$ cat config.mk
export PLATFORM = sky130hd
export DESIGN_NAME = nunchuck_ctrl_flat
export DESIGN_NICKNAME = d
export VERILOG_FILES = /design/src/rtl/nunchuck_ctrl_if.sv /design/src/rtl/nunchuck_ctrl.sv /design/src/flat_wrapper.sv
export SDC_FILE = /design/constraint.sdc
export NUM_CORES = 1
export LEC_CHECK = 0
export ABC_AREA = 1
export BUFFER_PORTS_ARGS = -buffer_cell sky130_fd_sc_hd__buf_4
export CORE_MARGIN = 4
export CORE_UTILIZATION = 27
export CTS_CLUSTER_DIAMETER = 100
export DETAILED_ROUTE_END_ITERATION = 10
export MAX_ROUTING_LAYER = met4
export PLACE_DENSITY = 0.46
export SLEW_MARGIN = 5
export SYNTH_ARGS = -nofsm -noshare
export SYNTH_HDL_FRONTEND = slang
export SYNTH_SLANG_ARGS = --single-unit
$ cat constraint.sdc
create_clock -name clk -period 4.4 [get_ports clk]
set_input_delay 0.88 -clock clk [delete_from_list [all_inputs] [get_ports clk]]
set_output_delay 0.88 -clock clk [all_outputs]
set_load 0.01 [all_outputs]
$ cat src/rtl/nunchuck_ctrl_if.sv
// Command/done bus between the nunchuck sequencer (master side) and the
// I2C byte engine (slave side). Byte 0 of each data bus is the first on the wire.
interface nunchuck_ctrl_if #(
    parameter int unsigned MAX_BYTES = 6
);
    localparam int unsigned NBW = $clog2(MAX_BYTES + 2);

    logic                      i2c_start;
    logic                      i2c_disable;
    logic                      i2c_write;
    logic [6:0]                i2c_devAddr;
    logic [7:0]                i2c_regAddr;
    logic [NBW-1:0]            i2c_numBytes;
    logic [MAX_BYTES-1:0][7:0] i2c_dataIn;
    logic                      i2c_done;
    logic [MAX_BYTES-1:0][7:0] i2c_dataOut;

    modport master (
        output i2c_start, i2c_disable, i2c_write, i2c_devAddr,
               i2c_regAddr, i2c_numBytes, i2c_dataIn,
        input  i2c_done, i2c_dataOut
    );

    modport slave (
        input  i2c_start, i2c_disable, i2c_write, i2c_devAddr,
               i2c_regAddr, i2c_numBytes, i2c_dataIn,
        output i2c_done, i2c_dataOut
    );
endinterface

$ cat src/rtl/nunchuck_ctrl.sv
// Wii Nunchuck sequencer: unencrypted init, then a pointer-write / wait / 6-byte
// read poll loop, decoding each read into joystick, accelerometer and buttons.
module nunchuck_ctrl #(
    parameter logic [6:0]  DEV_ADDR       = 7'h52,
    parameter int unsigned MAX_BYTES      = 6,
    parameter int unsigned CONV_CYCLES    = 600,
    parameter int unsigned POLL_CYCLES    = 30000,
    parameter int unsigned TIMEOUT_CYCLES = 4000
) (
    input  logic                  clk,
    input  logic                  rst,
    input  logic                  enable,
    nunchuck_ctrl_if.master       i2c,
    output logic [7:0]            joy_x,
    output logic [7:0]            joy_y,
    output logic [9:0]            accel_x,
    output logic [9:0]            accel_y,
    output logic [9:0]            accel_z,
    output logic                  btn_c,
    output logic                  btn_z,
    output logic                  sample_valid,
    output logic                  init_done,
    output logic [7:0]            err_cnt
);
    localparam int unsigned NBW      = $clog2(MAX_BYTES + 2);
    localparam int unsigned WAIT_MAX = (CONV_CYCLES > POLL_CYCLES) ? CONV_CYCLES : POLL_CYCLES;
    localparam int unsigned WW       = $clog2(WAIT_MAX + 1);
    localparam int unsigned TW       = $clog2(TIMEOUT_CYCLES + 1);

    typedef enum logic [2:0] {
        IDLE, INIT1, INIT2, PTR, CONV_WAIT, READ, DECODE, POLL_WAIT
    } state_e;

    typedef enum logic [1:0] {
        T_ISSUE, T_BUSY, T_WAIT, T_ABORT
    } txn_e;

    state_e         state_q, state_d;
    txn_e           txn_q, txn_d;
    logic [WW-1:0]  wait_q, wait_d;
    logic [TW-1:0]  tmo_q, tmo_d;
    logic           abort_q, abort_d;
    logic           start_q, start_d;
    logic           dis_q, dis_d;
    logic           sv_q, sv_d;
    logic           init_done_q, init_done_d;
    logic [7:0]     err_q, err_d;
    logic [7:0]     joy_x_q, joy_x_d, joy_y_q, joy_y_d;
    logic [9:0]     acc_x_q, acc_x_d, acc_y_q, acc_y_d, acc_z_q, acc_z_d;
    logic           btn_c_q, btn_c_d, btn_z_q, btn_z_d;

    logic           in_txn;
    logic           txn_ok;

    assign in_txn = state_q inside {INIT1, INIT2, PTR, READ};

    always_ff @(posedge clk or posedge rst) begin
        if (rst) begin
            state_q     <= IDLE;
            txn_q       <= T_ISSUE;
            wait_q      <= '0;
            tmo_q       <= '0;
            abort_q     <= 1'b0;
            start_q     <= 1'b0;
            dis_q       <= 1'b0;
            sv_q        <= 1'b0;
            init_done_q <= 1'b0;
            err_q       <= '0;
            joy_x_q     <= '0;
            joy_y_q     <= '0;
            acc_x_q     <= '0;
            acc_y_q     <= '0;
            acc_z_q     <= '0;
            btn_c_q     <= 1'b0;
            btn_z_q     <= 1'b0;
        end else begin
            state_q     <= state_d;
            txn_q       <= txn_d;
            wait_q      <= wait_d;
            tmo_q       <= tmo_d;
            abort_q     <= abort_d;
            start_q     <= start_d;
            dis_q       <= dis_d;
            sv_q        <= sv_d;
            init_done_q <= init_done_d;
            err_q       <= err_d;
            joy_x_q     <= joy_x_d;
            joy_y_q     <= joy_y_d;
            acc_x_q     <= acc_x_d;
            acc_y_q     <= acc_y_d;
            acc_z_q     <= acc_z_d;
            btn_c_q     <= btn_c_d;
            btn_z_q     <= btn_z_d;
        end
    end

    always_comb begin
        state_d = state_q;
        txn_d   = txn_q;
        wait_d  = wait_q;
        tmo_d   = tmo_q;
        abort_d = abort_q;
        txn_ok  = 1'b0;

        if (in_txn) begin
            case (txn_q)
                T_ISSUE: begin
                    if (i2c.i2c_done) begin
                        txn_d = T_BUSY;
                        tmo_d = '0;
                    end
                end
                T_BUSY: begin
                    tmo_d = tmo_q + TW'(1);
                    if (!i2c.i2c_done) txn_d = T_WAIT;
                end
                T_WAIT: begin
                    tmo_d = tmo_q + TW'(1);
                    if (i2c.i2c_done) txn_ok = 1'b1;
                end
                default: begin
                    if (!abort_q) begin
                        abort_d = 1'b1;
                    end else begin
                        abort_d = 1'b0;
                        txn_d   = T_ISSUE;
                        if (!enable)
                            state_d = IDLE;
                        else if (state_q == INIT1 || state_q == INIT2)
                            state_d = INIT1;
                        else
                            state_d = PTR;
                    end
                end
            endcase

            // A transaction that has not finished by the deadline is aborted
            if ((txn_q == T_BUSY || txn_q == T_WAIT) && !txn_ok &&
                tmo_q == TW'(TIMEOUT_CYCLES - 1)) begin
                txn_d   = T_ABORT;
                abort_d = 1'b0;
            end

            if (txn_ok) begin
                txn_d  = T_ISSUE;
                wait_d = '0;
                case (state_q)
                    INIT1:   state_d = enable ? INIT2 : IDLE;
                    INIT2:   state_d = enable ? PTR : IDLE;
                    PTR:     state_d = enable ? CONV_WAIT : IDLE;
                    default: state_d = DECODE;
                endcase
            end
        end else begin
            case (state_q)
                IDLE: begin
                    if (enable) begin
                        state_d = init_done_q ? PTR : INIT1;
                        txn_d   = T_ISSUE;
                    end
                end
                CONV_WAIT: begin
                    if (wait_q == WW'(CONV_CYCLES - 1)) begin
                        state_d = READ;
                        txn_d   = T_ISSUE;
                    end else begin
                        wait_d = wait_q + WW'(1);
                    end
                end
                // The DECODE cycle is the first cycle of the poll interval
                DECODE: begin
                    wait_d  = wait_q + WW'(1);
                    state_d = POLL_WAIT;
                end
                default: begin
                    if (!enable) begin
                        state_d = IDLE;
                    end else if (wait_q == WW'(POLL_CYCLES - 1)) begin
                        state_d = PTR;
                        txn_d   = T_ISSUE;
                    end else begin
                        wait_d = wait_q + WW'(1);
                    end
                end
            endcase
        end
    end

    always_comb begin
        start_d     = in_txn && txn_q == T_ISSUE && i2c.i2c_done;
        dis_d       = (txn_d == T_ABORT);
        sv_d        = 1'b0;
        init_done_d = init_done_q;
        err_d       = err_q;
        joy_x_d     = joy_x_q;
        joy_y_d     = joy_y_q;
        acc_x_d     = acc_x_q;
        acc_y_d     = acc_y_q;
        acc_z_d     = acc_z_q;
        btn_c_d     = btn_c_q;
        btn_z_d     = btn_z_q;

        if (txn_q != T_ABORT && txn_d == T_ABORT && err_q != 8'hFF)
            err_d = err_q + 8'd1;

        if (txn_ok && state_q == INIT2)
            init_done_d = 1'b1;

        if (txn_ok && state_q == READ) begin
            sv_d    = 1'b1;
            joy_x_d = i2c.i2c_dataOut[0];
            joy_y_d = i2c.i2c_dataOut[1];
            acc_x_d = {i2c.i2c_dataOut[2], i2c.i2c_dataOut[5][3:2]};
            acc_y_d = {i2c.i2c_dataOut[3], i2c.i2c_dataOut[5][5:4]};
            acc_z_d = {i2c.i2c_dataOut[4], i2c.i2c_dataOut[5][7:6]};
            btn_c_d = ~i2c.i2c_dataOut[5][1];
            btn_z_d = ~i2c.i2c_dataOut[5][0];
        end
    end

    // Command fields follow the main state, so they hold for the whole transaction
    always_comb begin
        i2c.i2c_write    = 1'b0;
        i2c.i2c_regAddr  = '0;
        i2c.i2c_numBytes = '0;
        i2c.i2c_dataIn   = '0;
        case (state_q)
            INIT1: begin
                i2c.i2c_write     = 1'b1;
                i2c.i2c_regAddr   = 8'hF0;
                i2c.i2c_numBytes  = NBW'(1);
                i2c.i2c_dataIn[0] = 8'h55;
            end
            INIT2: begin
                i2c.i2c_write    = 1'b1;
                i2c.i2c_regAddr  = 8'hFB;
                i2c.i2c_numBytes = NBW'(1);
            end
            PTR: begin
                i2c.i2c_write = 1'b1;
            end
            READ: begin
                i2c.i2c_numBytes = NBW'(6);
            end
            default: ;
        endcase
    end

    assign i2c.i2c_start   = start_q;
    assign i2c.i2c_disable = dis_q;
    assign i2c.i2c_devAddr = DEV_ADDR;
    assign joy_x           = joy_x_q;
    assign joy_y           = joy_y_q;
    assign accel_x         = acc_x_q;
    assign accel_y         = acc_y_q;
    assign accel_z         = acc_z_q;
    assign btn_c           = btn_c_q;
    assign btn_z           = btn_z_q;
    assign sample_valid    = sv_q;
    assign init_done       = init_done_q;
    assign err_cnt         = err_q;
endmodule

$ cat src/flat_wrapper.sv
// flat-port wrapper written by rule: the top's interface ports become plain ports
module nunchuck_ctrl_flat 
#(
    parameter logic [6:0]  DEV_ADDR       = 7'h52,
    parameter int unsigned MAX_BYTES      = 6,
    parameter int unsigned CONV_CYCLES    = 600,
    parameter int unsigned POLL_CYCLES    = 30000,
    parameter int unsigned TIMEOUT_CYCLES = 4000
)
  (clk, rst, enable, joy_x, joy_y, accel_x, accel_y, accel_z, btn_c, btn_z, sample_valid, init_done, err_cnt, i2c_i2c_start, i2c_i2c_disable, i2c_i2c_write, i2c_i2c_devAddr, i2c_i2c_regAddr, i2c_i2c_numBytes, i2c_i2c_dataIn, i2c_i2c_done, i2c_i2c_dataOut);
  nunchuck_ctrl_if #(.MAX_BYTES(MAX_BYTES)) i2c_i ();
  input  logic clk;
  input  logic rst;
  input  logic enable;
  output logic [7:0] joy_x;
  output logic [7:0] joy_y;
  output logic [9:0] accel_x;
  output logic [9:0] accel_y;
  output logic [9:0] accel_z;
  output logic btn_c;
  output logic btn_z;
  output logic sample_valid;
  output logic init_done;
  output logic [7:0] err_cnt;
  output wire logic [$bits(i2c_i.i2c_start)-1:0] i2c_i2c_start;
  output wire logic [$bits(i2c_i.i2c_disable)-1:0] i2c_i2c_disable;
  output wire logic [$bits(i2c_i.i2c_write)-1:0] i2c_i2c_write;
  output wire logic [$bits(i2c_i.i2c_devAddr)-1:0] i2c_i2c_devAddr;
  output wire logic [$bits(i2c_i.i2c_regAddr)-1:0] i2c_i2c_regAddr;
  output wire logic [$bits(i2c_i.i2c_numBytes)-1:0] i2c_i2c_numBytes;
  output wire logic [$bits(i2c_i.i2c_dataIn)-1:0] i2c_i2c_dataIn;
  input wire logic [$bits(i2c_i.i2c_done)-1:0] i2c_i2c_done;
  input wire logic [$bits(i2c_i.i2c_dataOut)-1:0] i2c_i2c_dataOut;
  assign i2c_i2c_start = i2c_i.i2c_start;
  assign i2c_i2c_disable = i2c_i.i2c_disable;
  assign i2c_i2c_write = i2c_i.i2c_write;
  assign i2c_i2c_devAddr = i2c_i.i2c_devAddr;
  assign i2c_i2c_regAddr = i2c_i.i2c_regAddr;
  assign i2c_i2c_numBytes = i2c_i.i2c_numBytes;
  assign i2c_i2c_dataIn = i2c_i.i2c_dataIn;
  assign i2c_i.i2c_done = i2c_i2c_done;
  assign i2c_i.i2c_dataOut = i2c_i2c_dataOut;
  nunchuck_ctrl #(.DEV_ADDR(DEV_ADDR), .MAX_BYTES(MAX_BYTES), .CONV_CYCLES(CONV_CYCLES), .POLL_CYCLES(POLL_CYCLES), .TIMEOUT_CYCLES(TIMEOUT_CYCLES)) u_core (.clk(clk), .rst(rst), .enable(enable), .i2c(i2c_i), .joy_x(joy_x), .joy_y(joy_y), .accel_x(accel_x), .accel_y(accel_y), .accel_z(accel_z), .btn_c(btn_c), .btn_z(btn_z), .sample_valid(sample_valid), .init_done(init_done), .err_cnt(err_cnt));
endmodule
; After elaboration in Yosys (flattened, before gate mapping)
; Cells that the tools add are included.
[word_totals]
reg_bits = 93
input_bits = 52
output_inout_bits = 127
word_cells = 119
[classes]
n_addsub = 3
eq_ne = 25
mux = 48
bitwise = 2
reduce_logical = 24
[ops]
columns = operator, n
row1 = $mux 15, 5
row2 = $pmux 15 s3, 1
row3 = $mux 3, 10
row4 = $mux 2, 14
row5 = $pmux 12 s2, 1
row6 = $pmux 3 s3, 2
row7 = $pmux 8 s2, 1
row8 = $add 15x1->15 const B, 1
row9 = $eq 15x10->1 const B, 1
row10 = $eq 15x15->1 const B, 1
row11 = $add 12x1->12 const B, 1
row12 = $eq 12x12->1 const B, 1
row13 = $mux 12, 1
row14 = $pmux 2 s3, 2
row15 = $reduce_and 5->1, 2
row16 = $eq 3x3->1 const B, 3
row17 = $mux 1, 9
row18 = $ne 3x2->1 const B, 3
row19 = $add 8x1->8 const B, 1
row20 = $logic_and 1x1->1, 8
row21 = $ne 8x8->1 const B, 1
row22 = $reduce_bool 4->1, 2
row23 = $mux 7, 1
row24 = $eq 3x2->1 const B, 2
row25 = 20 further kinds, 28

; Longest topological paths before layout
; Gate-level depths: netlist (run 1).
[logic_depth]
ltp_word = 12
ltp_mapped = 14
depth_no_buf = 13

; Least setup slack after synthesis (run 1)
; Ideal clock, no wire load.
[synth_path]
kind = input to register
start = input port i2c_i2c_done
end = register u_core.err_q[0] (netlist: u_core.err_cnt[0])
setup_ps = 119
arrival_ps = 1846
t_required_ps = 4281
setup_slack_ps = 2434
stages = 10
path_buffers = 0
cell_sequence = nand2_1 -> inv_1 -> nor3_1 -> nand3_1 -> nand3_1 -> nand2_1 -> nand2_2 -> nand4_2 -> nand2_1 -> nand2_1
[synth_via]
elab_chain_cells = 12
elab_cells_between_ends = 15
classes_between = eq/ne (1) / mux (9) / reduce/logical (5)
[synth_lines]
columns = element, line
row1 = start: declaration, flat_wrapper.sv:32  ; input wire logic [$bits(i2c_i.i2c_done)-1:0] i2c_i2c_done;
row2 = $mux 1, nunchuck_ctrl.sv:119  ; if (i2c.i2c_done) txn_ok = 1'b1;
row3 = $mux 1, nunchuck_ctrl.sv:106  ; case (txn_q)
row4 = $mux 1, nunchuck_ctrl.sv:105  ; if (in_txn) begin
row5 = $logic_not 1->1, nunchuck_ctrl.sv:138  ; if ((txn_q == T_BUSY || txn_q == T_WAIT) && !txn_ok &&
row6 = $logic_and 1x1->1 (2 in series), nunchuck_ctrl.sv:138
row7 = $mux 2, nunchuck_ctrl.sv:138
row8 = $mux 2 *, nunchuck_ctrl.sv:144  ; if (txn_ok) begin
row9 = $mux 2 *, nunchuck_ctrl.sv:105
row10 = via u_core.txn_d[1], nunchuck_ctrl.sv:39  ; txn_e txn_q, txn_d;
row11 = $eq 2x2->1 *, nunchuck_ctrl.sv:203  ; if (txn_q != T_ABORT && txn_d == T_ABORT && err_q != 8'hFF)
row12 = $logic_and 1x1->1 * (2 in series), nunchuck_ctrl.sv:203
row13 = end signal: assignment, nunchuck_ctrl.sv:86  ; err_q <= err_d;
row14 = end: declaration, nunchuck_ctrl.sv:47  ; logic [7:0] err_q, err_d;
; The timed path passes the listed nets; every way through them passes the cells marked *. The select of a mux whose other input is x is not followed.
; A chain may end at the register's enable or synchronous reset.

; Worst setup path after layout (run 1)
[layout_path]
start = register u_core.state_q[0]
end = output port i2c_i2c_numBytes[0]
[layout_via]
elab_chain_cells = 3
elab_cells_between_ends = 5
classes_between = eq/ne (3) / mux (1) / reduce/logical (1)
[layout_lines]
columns = element, line
row1 = start: declaration, nunchuck_ctrl.sv:38  ; state_e state_q, state_d;
row2 = start signal: assignment, nunchuck_ctrl.sv:77  ; state_q <= state_d;
row3 = $eq 3x2->1 or $eq 3x1->1 (tied branches), nunchuck_ctrl.sv:227  ; case (state_q)
row4 = $reduce_or 2->1 (no source line), --
row5 = $pmux 3 s2 *, nunchuck_ctrl.sv:227
row6 = end: declaration, flat_wrapper.sv:30  ; output wire logic [$bits(i2c_i.i2c_numBytes)-1:0] i2c_i2c_numBytes;
; Mark *: on every way between the ends. The rest lies on a longest branch, timed or not.

==> impl_metrics.csv, run 1 <==
group,metric,value,unit
outcome,outcome,"finished clean",
routing,viasPerCell,4.31,
cells_and_area,final_common_cell,"buf_4",
synth,synth_top_family_by_area,"simple AND/OR/NAND/NOR gates",
synth,yosys.area_share.simple,0.205,
clock_tree,postCtsResizedCells,0,
clock_tree,cts_tree,"built",
worst_setup_path,r2r_start,"u_core.txn_q[0]",
cells_and_area,seqCellArea,2330,sq um
synth,yosys.area.top_type,"dfrtp_1",
floorplan,die_w,146,um
routing,wirelength,12.0,mm
global_routing,grt_max_degree,72,
clock_tree,postCtsSetupRepairBufs,0,
placement,dp_hpwl,9.18,mm
synth,synth_cell_types,37,
timing,period_needed,2.45,ns
cells_and_area,n_fill_cell,1931,
worst_hold_path,holdCritPathClass,"reg -> reg",
timing,final-setup-viol-count,0,
routing,wl_per_cell,13.0,um
timing,fin_crit_sh,0.556,
timing,slew_headroom,0.392,
placement,place_congestion,0.870,
worst_setup_path,r2r_setup_slack,2.05,ns
synth,synth_fa_ha_area_frac,0.0194,
power,vdd_drop_max,0.000258,V
synth,synth_xor_xnor_area_share,0.0323,
routing,dr.pass1.iters,4,
global_routing,grt_pass1_vias,3868,
worst_setup_path,arrival,1.57,ns
power,powerDensity,505,nW/um^2
timing,fin_setup_tns,0,ns
synth,synth-seq-area-share,0.451,
worst_setup_path,startpoint_type,"register",
cells_and_area,diodes,0,
worst_setup_path,worstPathRequired,3.52,ns
timing,hold_viol_final,0,
timing,worst_pin_slew,0.912,ns
routing,drc,0,
synth,synth-seq-cells,93,
worst_setup_path,crit_end,"i2c_i2c_numBytes[0]",
global_routing,grt_overflow,0,
timing,timing.fmax,408,MHz
routing,via_count,3968,
cells_and_area,drive_above_1_share,0.313,
worst_setup_path,crit_start,"u_core.state_q[0]",
cells_and_area,final_cell_mix,"128 x buf_4, 102 x nand2_1, 93 x dfrtp_1, 52 x conb_1, 47 x nor2_1",
worst_hold_path,holdPathStages,1,
timing,clock_skew,0.00653,ns
synth,synth_compound_area_frac,0.0488,
cells_and_area,multiInputGateArea,2300,sq um
placement,io_buffers,126,
synth,synth_top_area_share,0.451,
floorplan,initial_core_util,0.275,
clock_tree,clk_pin_slew,0.07,ns
worst_setup_path,crit_path_max_fanout,6,
worst_setup_path,crit_type,"reg -> out",
clock_tree,clockBufferDepth,2,
global_routing,track_usage,0.113,
synth,syn_area,5150,sq um
cells_and_area,nNetsFinal,742,
timing,hold_slack,0.492,ns
synth,ys.warnings.count,0,
clock_tree,hold_buffers,0,
worst_setup_path,rr_endpoint,"u_core.wait_q[14]",
routing,antenna_left,0,
synth,synth.area.top_cells,"dfrtp_1 45%, mux2_2 10%, buf_4 9.2%",
worst_setup_path,endpoint_kind,"output pin",
routing,first_iter_violations,133,
clock_tree,cts.sinks,93,
power,leakagePower,3.30,nW
clock_tree,root_buffer,"clkbuf_16",
global_routing,antenna_found_initial,0,
clock_tree,cts_buffers,9,
clock_tree,clock_latency,0.35,ns
floorplan,std_cell_rows,50,
synth,syn-instance-count,566,
timing,drv_slew,0,
synth,avgSynthCellArea,9.11,sq um
floorplan,io_pins,179,
synth,synth_mux_area_frac,0.100,
cells_and_area,areaGrowthSynthToFinish,23.6,%
global_routing,grt_pass1_wl,19.5,mm
worst_setup_path,rr_worst_depth,11,
floorplan,core,18800,sq um
floorplan,die_area,21400,sq um
clock_tree,htreeDepth,3,
floorplan,dieHeight,146,um
timing,rsz0062_at_grt,"false",
flow_run,max-cap-violations,0,
-- how the worst min path moves through the flow --
stage,start,end
after floorplan,u_core.tmo_q[6],u_core.tmo_q[6]
final,u_core.tmo_q[6],u_core.tmo_q[6]
after global placement,u_core.tmo_q[6],u_core.tmo_q[6]
after global routing,rst,u_core.accel_z[8]
after CTS,u_core.tmo_q[6],u_core.tmo_q[6]
after detailed placement,u_core.tmo_q[6],u_core.tmo_q[6]
-- cells in the mapped netlist (all sizes together) --
library cell	instances
a21oi	16
a311oi	1
a31oi	1
a32oi	1
buf	72
clkbuf	1
conb	2
dfrtp	93
ha	8
inv	51
mux2	46
nand2	111
nand3	36
nand3b	2
nand4	9
nor2	51
nor3	16
nor3b	2
nor4	4
o21a	3
o21ai	19
o31ai	2
xnor2	2
xor2	17
-- state kept, by name, summed over array words and instances (netlist names), 2 cells and up --
signal,flops
u_core.accel_z,10
u_core.accel_y,10
u_core.joy_x,8
u_core.joy_y,8
u_core.wait_q,15
u_core.accel_x,10
u_core.tmo_q,12
u_core.state_q,3
u_core.err_cnt,8
u_core.txn_q,2
-- where the power goes --
group / switching, mW / total [mW] / leakage (nW) / internal (mW)
clock: 0.372 / 0.777 / 0.145 / 0.404
sequential: 0.133 / 1.16 / 1.28 / 1.02
combinational: 0.760 / 1.29 / 1.88 / 0.526
-- worst max-delay path, cell delays in order (launching register included) --
cell and delay (ns):
dfrtp_1 0.44, inv_1 0.16, nand3_1 0.16, nand2_1 0.28
buf_4 0.19
-- cell type report --
class	instances	share of cell area
flip-flops and latches	93	0.365
multi-input cells	399	0.360
repair buffers	128	0.151
well taps	234	0.0460
clock buffers	9	0.0354
inverters	51	0.0302
clock inverters	7	0.0118
-- per-stage QoR --
step	util	area, sq um	setup slack [ns]	power (mW)	instances
3_3_place_gp	0.323	6070	1.91	2.47	905
2_1_floorplan	-	5340	1.10	2.07	616
6_report	0.339	6370	1.95	3.22	921
5_1_grt	0.339	6370	1.74	3.45	921
4_1_cts	0.339	6370	1.91	3.28	921
3_5_place_dp	0.323	6070	1.85	2.48	905
-- cell families (layout without fill, tap and decap cells) --
| kind of cell | count (synthesis) | count (layout) |
|---|---|---|
| flops | 93 | 93 |
| compound gates | 43 | 43 |
| fa+ha+maj | 8 | 8 |
| simple gates | 231 | 231 |
| mux | 46 | 46 |
| buf+inv | 124 | 195 |
| other cells | 2 | 52 |
| xor+xnor | 19 | 19 |
-- layer usage --
| layer | up-vias | GRT usage | wire length (um) |
|---|---|---|---|
| met4 | 0 | 0.0405 | 190 |
| met3 | 12 | 0.0273 | 818 |
| met2 | 145 | 0.181 | 5630 |
| li1 | 1972 | - | - |
| met5 | - | - | 0 |
| met1 | 1839 | 0.141 | 5370 |
Note: power is estimated with default switching activity, not from simulation.
==> inputs of run 2 (changes only) <==
==> constraint.sdc (replaced) <==
create_clock -name clk -period 2.5 [get_ports clk]
set_input_delay 0.5 -clock clk [delete_from_list [all_inputs] [get_ports clk]]
set_output_delay 0.5 -clock clk [all_outputs]
set_load 0.01 [all_outputs]
==> run 2 against run 1 <==
Register-to-register slack worse by 1.7 ns; count of clock-buffer cells in the layout is 2 higher; sequential power is 76% higher; worst hold slack worse by 0.34 ns; sequential cell count stayed put; clock skew is 0.0018 ns higher; cell area is 0.82% higher; routed wire length is 2.7% higher; highest routed layer unchanged; largest power group unchanged; power is 77% higher; via count is 0.50% higher; combinational power is 80% higher.
==> impl_metrics.csv, run 2 (synthesis gave the netlist of run 1 again) <==
group,metric,value,unit
outcome,outcome,"finished clean",
routing,wirelength,12.3,mm
timing,final-setup-viol-count,0,
clock_tree,root_buffer,"clkbuf_16",
clock_tree,cts_buffers,9,
power,p_int,3.51,mW
routing,viasPerCell,4.31,
timing,period_needed,2.18,ns
worst_setup_path,crit_type,"reg -> reg",
cells_and_area,areaGrowthSynthToFinish,24.6,%
timing,hold_viol_final,0,
cells_and_area,largest_register,"u_core.wait_q",
cells_and_area,nNetsFinal,746,
cells_and_area,diodes,0,
timing,clock_skew,0.00838,ns
power,seqPwrFrac,0.358,
global_routing,grt_max_degree,52,
global_routing,grt_pass1_wl,20.2,mm
placement,io_buffers,126,
worst_setup_path,crit_end,"u_core.err_cnt[7]",
cells_and_area,reg.largest.list,"u_core.wait_q (15), u_core.tmo_q (12)",
worst_setup_path,r2r_start,"u_core.txn_q[0]",
floorplan,dieHeight,146,um
clock_tree,clk_pin_slew,0.07,ns
timing,timing.fmax,459,MHz
power,swShare,0.384,
worst_setup_path,crit_start,"u_core.txn_q[0]",
timing,drv_slew,0,
worst_setup_path,endpoint_kind,"register",
global_routing,track_usage,0.119,
worst_setup_path,worst_path_largest_cell_delay,0.40,ns
worst_setup_path,crit_chain,"inv_1, ha_1, nand2_1, inv_1, nor3_1, nand3_1, nand3_1, nand2_1, nand2_2, nand4_2, nand2_1, nand2_1",
worst_setup_path,critPathTopFamily,"simple AND/OR/NAND/NOR gates",
worst_setup_path,worstPathRequired,2.73,ns
global_routing,grt_overflow,0,
floorplan,die_area,21400,sq um
cells_and_area,final_cell_mix,"130 x buf_4, 102 x nand2_1, 93 x dfrtp_1, 52 x conb_1, 47 x nor2_1",
power,power.switching,2.19,mW
worst_setup_path,rr_endpoint,"u_core.err_cnt[7]",
clock_tree,cts_tree,"built",
clock_tree,clock_latency,0.34,ns
floorplan,io_pins,179,
power,vdd_drop_max,0.000320,V
routing,via_count,3988,
clock_tree,htreeDepth,3,
clock_tree,postCtsResizedCells,0,
global_routing,grt_pass1_vias,3945,
routing,dr.pass1.iters,4,
worst_setup_path,crit_buf_inv,2,
worst_setup_path,rr_worst_depth,12,
cells_and_area,drive_above_1_share,0.317,
power,clkPwrFrac,0.234,
worst_hold_path,holdCritPathClass,"in -> async",
timing,rsz0062_at_grt,"false",
floorplan,std_cell_rows,50,
cells_and_area,final_area,6420,sq um
routing,drc,0,
cells_and_area,final_common_cell,"buf_4",
power,powerDensity,887,nW/um^2
worst_setup_path,slowest_stage,"dfrtp_1",
placement,place_congestion,0.886,
floorplan,die_w,146,um
global_routing,antenna_found_initial,0,
worst_setup_path,r2r_setup_slack,0.32,ns
placement,dpl-instance-area,6130,sq um
clock_tree,clockBufferDepth,2,
floorplan,initial_core_util,0.275,
clock_tree,hold_buffers,0,
routing,wl_per_cell,13.3,um
worst_setup_path,crit_cells,12,
routing,antenna_left,0,
worst_setup_path,startpoint_type,"register",
clock_tree,cts.sinks,93,
timing,fin_setup_tns,0,ns
placement,dp_hpwl,9.75,mm
cells_and_area,final_util,0.342,
flow_run,max-cap-violations,0,
routing,first_iter_violations,121,
worst_setup_path,crit_path_max_fanout,8,
cells_and_area,n_fill_cell,1948,
floorplan,core,18800,sq um
timing,fin_crit_sh,0.872,
cells_and_area,largest_register_ffs,15,
clock_tree,postCtsSetupRepairBufs,0,
power,comb_power_share,0.408,
power,leakagePower,3.32,nW
worst_setup_path,arrival,2.40,ns
worst_setup_path,crit_top_cell,"nand2_1",
run 2: changes by cell type in the layout (fill, tap and decap cells not counted), sizes merged:
cell and change:
buf +4, inv -4, clkbuf +2, clkinv +1
clkinvlp +1
run 2: layout make-up:
class / count / area, sq um / area share
Clock buffer: 11 / 253 / 0.0394
Tap cell: 234 / 293 / 0.0456
Clock inverter: 5 / 42.5 / 0.00662
Inverter: 51 / 195 / 0.0304
Sequential cell: 93 / 2330 / 0.362
Multi-Input combinational cell: 399 / 2300 / 0.357
Timing Repair Buffer: 132 / 1020 / 0.158
run 2: how the worst min path moves through the flow:
stage,startpoint,to,slack [ns]
after floorplan,u_core.tmo_q[6],u_core.tmo_q[6],0.45
after global placement,u_core.tmo_q[6],u_core.tmo_q[6],0.48
after detailed placement,u_core.tmo_q[6],u_core.tmo_q[6],0.48
after CTS,rst,u_core.joy_x[4],0.15
after global routing,rst,u_core.joy_x[4],0.17
final,rst,u_core.joy_x[4],0.15
run 2: metal layers:
| layer | track usage | up-vias | wire [um] |
|---|---|---|---|
| met2 | 0.212 | 96 | 6580 |
| met5 | - | - | 0 |
| met4 | 0.0339 | 0 | 161 |
| li1 | - | 1973 | - |
| met1 | 0.132 | 1906 | 5040 |
| met3 | 0.0307 | 13 | 552 |
run 2: power groups by stage:
| stage | logic (mW) | registers (mW) | clock network (mW) |
|---|---|---|---|
| floorplan | 1.52 | 2.13 | 0 |
| global placement | 2.34 | 2.06 | 0 |
| detailed placement | 2.36 | 2.07 | 0 |
| CTS | 2.37 | 2.04 | 1.40 |
| global route | 2.56 | 2.09 | 1.46 |
| finish | 2.32 | 2.04 | 1.33 |
run 2: stage by stage:
step / power (mW) / worst slack, ns / instances / hold WS [ns]
after floorplan: 3.64 / 0.648 / 616 / 0.455
after global placement: 4.40 / 0.439 / 909 / 0.482
after detailed placement: 4.43 / 0.296 / 909 / 0.482
after CTS: 5.81 / 0.274 / 925 / 0.155
after global routing: 6.11 / 0.0386 / 925 / 0.171
final: 5.69 / 0.320 / 925 / 0.153
run 2: worst register-to-register path, cell delays in order (launching register included):
cell and delay [ns]:
dfrtp_1 0.40, inv_1 0.12, ha_1 0.24, nand2_1 0.15, inv_1 0.13, nor3_1 0.16
nand3_1 0.17, nand3_1 0.12, nand2_1 0.06, nand2_2 0.10, nand4_2 0.23, nand2_1 0.13
nand2_1 0.07
